<file path="src/rtl/hazard_pipeline_controller_pkg.sv">
// Shared encodings for the pipeline sequencer and the datapath muxes it steers.
package hazard_pipeline_controller_pkg;

  typedef enum logic [1:0] {
    ST_FLUSH     = 2'd0,
    ST_RUN       = 2'd1,
    ST_JMPL_WAIT = 2'd2
  } state_t;

  localparam logic [1:0] PC_SEQ = 2'd0;
  localparam logic [1:0] PC_BR  = 2'd1;
  localparam logic [1:0] PC_JMP = 2'd2;

  localparam logic [1:0] FWD_RF  = 2'd0;
  localparam logic [1:0] FWD_EX  = 2'd1;
  localparam logic [1:0] FWD_MEM = 2'd2;
  localparam logic [1:0] FWD_WB  = 2'd3;

  localparam int NUM_OPS = 3;
  localparam int RA_W    = 5;

  // r0 is hardwired zero, so a write to it never produces a usable value.
  function automatic logic reg_hit(logic we, logic [RA_W-1:0] rd, logic [RA_W-1:0] src);
    return we && (rd != '0) && (rd == src);
  endfunction

endpackage

</file>
<file path="src/rtl/hazard_pipeline_controller_fwd_select.sv">
// Per-operand forwarding select: youngest matching producer (EX, then MEM, then WB) wins.
module fwd_select
  import hazard_pipeline_controller_pkg::*;
(
  input  logic            en,
  input  logic [RA_W-1:0] src,
  input  logic [RA_W-1:0] ex_rd,
  input  logic            ex_we,
  input  logic [RA_W-1:0] mem_rd,
  input  logic            mem_we,
  input  logic [RA_W-1:0] wb_rd,
  input  logic            wb_we,
  output logic [1:0]      sel
);

  always_comb begin
    sel = FWD_RF;
    if (en) begin
      if (reg_hit(ex_we, ex_rd, src))        sel = FWD_EX;
      else if (reg_hit(mem_we, mem_rd, src)) sel = FWD_MEM;
      else if (reg_hit(wb_we, wb_rd, src))   sel = FWD_WB;
    end
  end

endmodule

</file>
<file path="src/rtl/hazard_pipeline_controller.sv">
// 5-stage pipeline sequencer: reset drain, load-use stall, delay-slot annul,
// jmpl redirect, operand forwarding and a saturating bubble counter.
module hazard_pipeline_controller
  import hazard_pipeline_controller_pkg::*;
#(
  parameter int FLUSH_CYCLES = 3,
  parameter int CNT_W        = 16
) (
  input  logic             Clk,
  input  logic             R,
  input  logic [4:0]       ID_rs1,
  input  logic [4:0]       ID_rs2,
  input  logic [4:0]       ID_rd,
  input  logic             ID_imm,
  input  logic             ID_store,
  input  logic             ID_B_instr,
  input  logic             ID_Call_instr,
  input  logic             ID_jmpl_instr,
  input  logic             ID_29_a,
  input  logic             branch_taken,
  input  logic [4:0]       EX_rd,
  input  logic [4:0]       MEM_rd,
  input  logic [4:0]       WB_rd,
  input  logic             EX_RF_enable,
  input  logic             MEM_RF_enable,
  input  logic             WB_RF_enable,
  input  logic             EX_load_instr,
  output logic             PC_LE,
  output logic             nPC_LE,
  output logic             IF_ID_LE,
  output logic             IF_ID_clr,
  output logic             S,
  output logic [1:0]       pc_src,
  output logic [1:0]       fwd_a,
  output logic [1:0]       fwd_b,
  output logic [1:0]       fwd_c,
  output logic [CNT_W-1:0] bubble_cnt
);

  localparam logic [3:0] FLUSH_LAST = 4'(FLUSH_CYCLES - 1);

  state_t     state, next_state;
  logic [3:0] flush_cnt;
  logic       load_use;

  logic [NUM_OPS-1:0][RA_W-1:0] op_src;
  logic [NUM_OPS-1:0]           op_en;
  logic [NUM_OPS-1:0][1:0]      op_sel;

  // Operand slots: 0 = rs1, 1 = rs2, 2 = store data (rd). Forced to RF while in reset.
  assign op_src = {ID_rd, ID_rs2, ID_rs1};
  assign op_en  = {ID_store, ~ID_imm, 1'b1} & {NUM_OPS{~R}};

  for (genvar i = 0; i < NUM_OPS; i++) begin : g_fwd
    fwd_select u_fwd (
      .en     (op_en[i]),
      .src    (op_src[i]),
      .ex_rd  (EX_rd),
      .ex_we  (EX_RF_enable),
      .mem_rd (MEM_rd),
      .mem_we (MEM_RF_enable),
      .wb_rd  (WB_rd),
      .wb_we  (WB_RF_enable),
      .sel    (op_sel[i])
    );
  end

  assign fwd_a = op_sel[0];
  assign fwd_b = op_sel[1];
  assign fwd_c = op_sel[2];

  // A load's result is not ready until MEM, so any consumer in ID must wait one cycle.
  assign load_use = EX_load_instr &
                    (reg_hit(EX_RF_enable, EX_rd, ID_rs1) |
                     (~ID_imm   & reg_hit(EX_RF_enable, EX_rd, ID_rs2)) |
                     (ID_store  & reg_hit(EX_RF_enable, EX_rd, ID_rd)));

  always_ff @(posedge Clk or posedge R) begin
    if (R) begin
      state      <= ST_FLUSH;
      flush_cnt  <= '0;
      bubble_cnt <= '0;
    end else begin
      state     <= next_state;
      flush_cnt <= (state == ST_FLUSH) ? flush_cnt + 4'd1 : 4'd0;
      if (S && (state != ST_FLUSH) && (bubble_cnt != '1))
        bubble_cnt <= bubble_cnt + CNT_W'(1);
    end
  end

  always_comb begin
    next_state = state;
    PC_LE      = 1'b0;
    nPC_LE     = 1'b0;
    IF_ID_LE   = 1'b0;
    IF_ID_clr  = 1'b0;
    S          = 1'b1;
    pc_src     = PC_SEQ;
    case (state)
      ST_FLUSH: begin
        if (flush_cnt == FLUSH_LAST) next_state = ST_RUN;
      end
      ST_RUN: begin
        if (load_use) begin
          next_state = ST_RUN;
        end else if (ID_jmpl_instr) begin
          // Let the delay slot enter ID while the target is computed in EX.
          IF_ID_LE   = 1'b1;
          S          = 1'b0;
          next_state = ST_JMPL_WAIT;
        end else begin
          PC_LE    = 1'b1;
          nPC_LE   = 1'b1;
          IF_ID_LE = 1'b1;
          S        = 1'b0;
          if (ID_Call_instr || (ID_B_instr && branch_taken)) pc_src = PC_BR;
          else if (ID_B_instr)                              IF_ID_clr = ID_29_a;
        end
      end
      ST_JMPL_WAIT: begin
        PC_LE      = 1'b1;
        nPC_LE     = 1'b1;
        IF_ID_LE   = 1'b1;
        S          = 1'b0;
        pc_src     = PC_JMP;
        next_state = ST_RUN;
      end
      default: next_state = ST_FLUSH;
    endcase
  end

endmodule

</file>
<file path="config.mk">
export PLATFORM = sky130hd
export DESIGN_NAME = hazard_pipeline_controller
export DESIGN_NICKNAME = d
export VERILOG_FILES = /design/src/rtl/hazard_pipeline_controller_pkg.sv /design/src/rtl/hazard_pipeline_controller_fwd_select.sv /design/src/rtl/hazard_pipeline_controller.sv
export SDC_FILE = /design/constraint.sdc
export NUM_CORES = 1
export LEC_CHECK = 0
export CAP_MARGIN = 20
export CORE_MARGIN = 1
export CORE_UTILIZATION = 45
export DETAILED_ROUTE_END_ITERATION = 7
export GPL_ROUTABILITY_DRIVEN = 0
export PLACE_DENSITY = 0.89
export SKIP_LAST_GASP = 1
export SLEW_MARGIN = 30
export SYNTH_ARGS = -nofsm -noshare
export SYNTH_HDL_FRONTEND = slang
export SYNTH_SLANG_ARGS = --single-unit
export TNS_END_PERCENT = 30
</file>
<file path="constraint.sdc">
create_clock -name Clk -period 3.05 [get_ports Clk]
set_input_delay 0.61 -clock Clk [delete_from_list [all_inputs] [get_ports Clk]]
set_output_delay 0.61 -clock Clk [all_outputs]
set_load 0.005 [all_outputs]
</file>
==> impl_results.md <==
* Final hold viol count at 0
* Tot GR Track Use at between 20% and 30%
* Largest net degree at the start of global routing at 23
* Routed len/inst at 18.1 microns
* Final non-filler cell total at ~400
* Most common cell after layout, fill and taps aside: buf_4
* Remaining Overflow, GRT at 0
* FILL cells at 235
* Clock transition at path regs at roughly 80 ps
* Slew @ Worst Pin at ~630 ps
* Slowest-stage cell, CP: clkdlybuf4s50_1
* Initial Util at between 40% and 50%
* R2r worst-path depth at 8
* Crit-path max cell delay at between 600 and 700 ps
* Post-DRT Antenna Nets at 0
* CP Launch Type: input pin
* Critical Path Source: WB_rd[1]
* RSZ-0062 raised after global routing: true
* Setup violators final at 5
* Syn Area/Cell at roughly 9 sq um
* Via count at around 2200
* Failing checks: setup timing
* Final worst path period share at 107%
* Hpwl dp at about 4700 microns
* Worst setup margin at -210 ps
* Async S/R FF share, synth at between 90% and 100%
* CP max FO at 3
* Sequential area share after synthesis at between 20% and 30%
* CTS buffer count at 3
* R2r endpoint: bubble_cnt[15]
* Peak VDD IR at slightly below 0.3 mV
* # diodes at 0
* Max cap viols at 0
* Final wirelength at 7130 microns
* CP required at approximately 2400 ps
* Count of cell types in the netlist at 36
* Fin crit period at roughly 3300 ps
* Vias in the first global route at between 2000 and 2500
* Register Area at ~550 sq um
* Layout cells sized above 1 at between 20% and 30%
* Vias/cell at between 5 and 6
* Synth-to-layout area growth at 67.2%
* Critical R2R Launch: state[0]
* Full die area at ~4600 sq um
* Pwr dens at around 520 nW/um^2
* Netlist Area Pre-Place at 1930 sq um
* Cells along the critical path: clkdlybuf4s50_1 -> buf_4 -> xnor2_1 -> nand3_1 -> nor4_2 -> buf_4 -> nor2b_1 -> nor4_1 -> dlygate4sd2_1
* CTS tree: built
* Drt first-iter violations at roughly 190
* Ys flop type: dfrtp_1
* Critical Path End Type: output port
* First drt pass iteration count at 4
* Clock Skew at slightly above 6 ps
* Placed cell count at around 380
* Deepest clock path buffer count at 2
* Run status: complete, but fails checks
* Worst-Skew Late Latency at between 200 and 300 ps
* Syn nets at 267
* Core area at between 4000 and 5000 sq um
* Setup TNS at -863 ps
* Row cnt at 23
* Hold Slack at between 500 and 600 ps
* # DRC at 0
* Die outline width at 67.5 microns
* Seq cells post-synth at 22
* Most frequent cells in the layout: buf_4 (53), clkdlybuf4s50_1 (43), xor2_1 (40)
* First-pass GRT wire length at around 10000 microns
* Crit-path most repeated cell: buf_4
* Kind of critical path: input pin to output port
* Final Max Tran Viols at 0
* Max-slew headroom at a little under 60%
* Clk sinks at 22
* Final Net Count at 394
* Initial antenna violation count at 0
* Die H at about 67 microns
* P_leak at between 1.5 and 2 nW
* Reg2Reg Setup Slack at about 900 ps
* CP arrival at 2650 ps
* HP Class: flop to flop
* IO buf count at around 70
* Crit path to: fwd_b[1]
* H-tree depth at 1
* Gate Count Post-Synth at approximately 220
* Root buffer selected by CTS: clkbuf_8
* Multi-input logic area at approximately 1400 sq um
* Number of synthesized flops with an enable pin at 0
* YS warnings at 0
* Max frequency at approximately 310 MHz
* # IOs at between 70 and 80
## cell families (layout without fill, tap and decap cells)
family                     after synthesis  after routing  synth area share, %
DFF                                     22             22                 28.6
buffers and inverters                   14            140                 3.37
muxes                                    2              2                 1.56
and+or+nand+nor                         92             92                 26.9
xor gates and xnor gates                61             61                 27.7
adders and majority gates                7              7                 4.54
AOI/OAI and AO/OA                       19             19                 7.40
## critical path: cells and delay by family
family                 cells  cell delay (ps)
buffers and inverters      4             1250
AND/OR/NAND/NOR            4              660
XOR/XNOR                   1              120
## where the power goes
part | internal [mW] | switching (mW)
clock | 0.176 | 0.0996
sequential | 0.358 | 0.0861
combinational | 0.492 | 0.482
total | 1.03 | 0.667
## layout make-up
| type | count | share of cell area (%) |
|---|---|---|
| Timing Repair Buffer | 126 | 34.2 |
| Clock inverter | 1 | 0.931 |
| Inverter | 10 | 1.16 |
| Multi-Input combinational cell | 181 | 43.4 |
| Tap cell | 50 | 1.94 |
| Sequential cell | 22 | 17.1 |
| Clock buffer | 3 | 1.28 |
## stage by stage
step	utilization, %	area (sq um)	worst slack [ps]	total power [mW]
3_5_place_dp	74.0	3000	-638	1.33
5_1_grt	79.5	3220	-248	1.79
3_3_place_gp	74.0	3000	-504	1.28
6_report	79.5	3220	-210	1.69
2_1_floorplan	-	1930	234	0.921
4_1_cts	77.5	3140	-238	1.63
## sequential cells by signal, indices dropped and copies added (netlist names)
register and cells:
flush_cnt 4, bubble_cnt 16, state 2
## cells in the mapped netlist, types with 2 or more instances
cell / n / area [sq um]
or4_1: 2 / 15.0
nand4_1: 5 / 31.3
xor2_1: 40 / 350
mux2_4: 2 / 30.0
and3_1: 4 / 25.0
xnor2_1: 21 / 184
inv_1: 10 / 37.5
nand4b_1: 2 / 17.5
nand2_1: 14 / 52.6
nor4b_1: 2 / 17.5
nor4_1: 13 / 81.3
nor2b_1: 5 / 31.3
nor3_1: 11 / 55.1
nand2b_1: 4 / 25.0
and2_1: 3 / 18.8
nand3_1: 10 / 50.1
nor3_2: 3 / 30.0
dfrtp_1: 22 / 551
nor2_1: 12 / 45.0
o21ai_0: 2 / 10.0
ha_1: 7 / 87.6
a21oi_1: 9 / 45.0
## timing repair
item,CTS,global route
setup buffers,5,6
hold endpoints to repair,0,0
resized for setup,45,22
setup endpoints to repair,12,12
pin swaps,13,16
hold buffers,0,0
## routing by layer
layer | routed length (microns) | track usage, % | share of wire (%) | up-vias
met5 | 0 | 0 | 0 | -
met4 | 345 | 13.8 | 4.8 | 0
met3 | 451 | 5.91 | 6.3 | 36
met2 | 3670 | 52.8 | 51 | 124
met1 | 2660 | 32.3 | 37 | 1048
li1 | - | - | - | 1015
## how the worst min path moves through the flow
stage,from,end,depth (start not counted)
final,bubble_cnt[4],bubble_cnt[4],1
after global routing,bubble_cnt[4],bubble_cnt[4],1
after CTS,flush_cnt[0],flush_cnt[0],1
after detailed placement,flush_cnt[0],flush_cnt[0],1
after global placement,flush_cnt[0],flush_cnt[0],1
after floorplan,flush_cnt[0],flush_cnt[0],1
(Power assumes the default switching activity.)
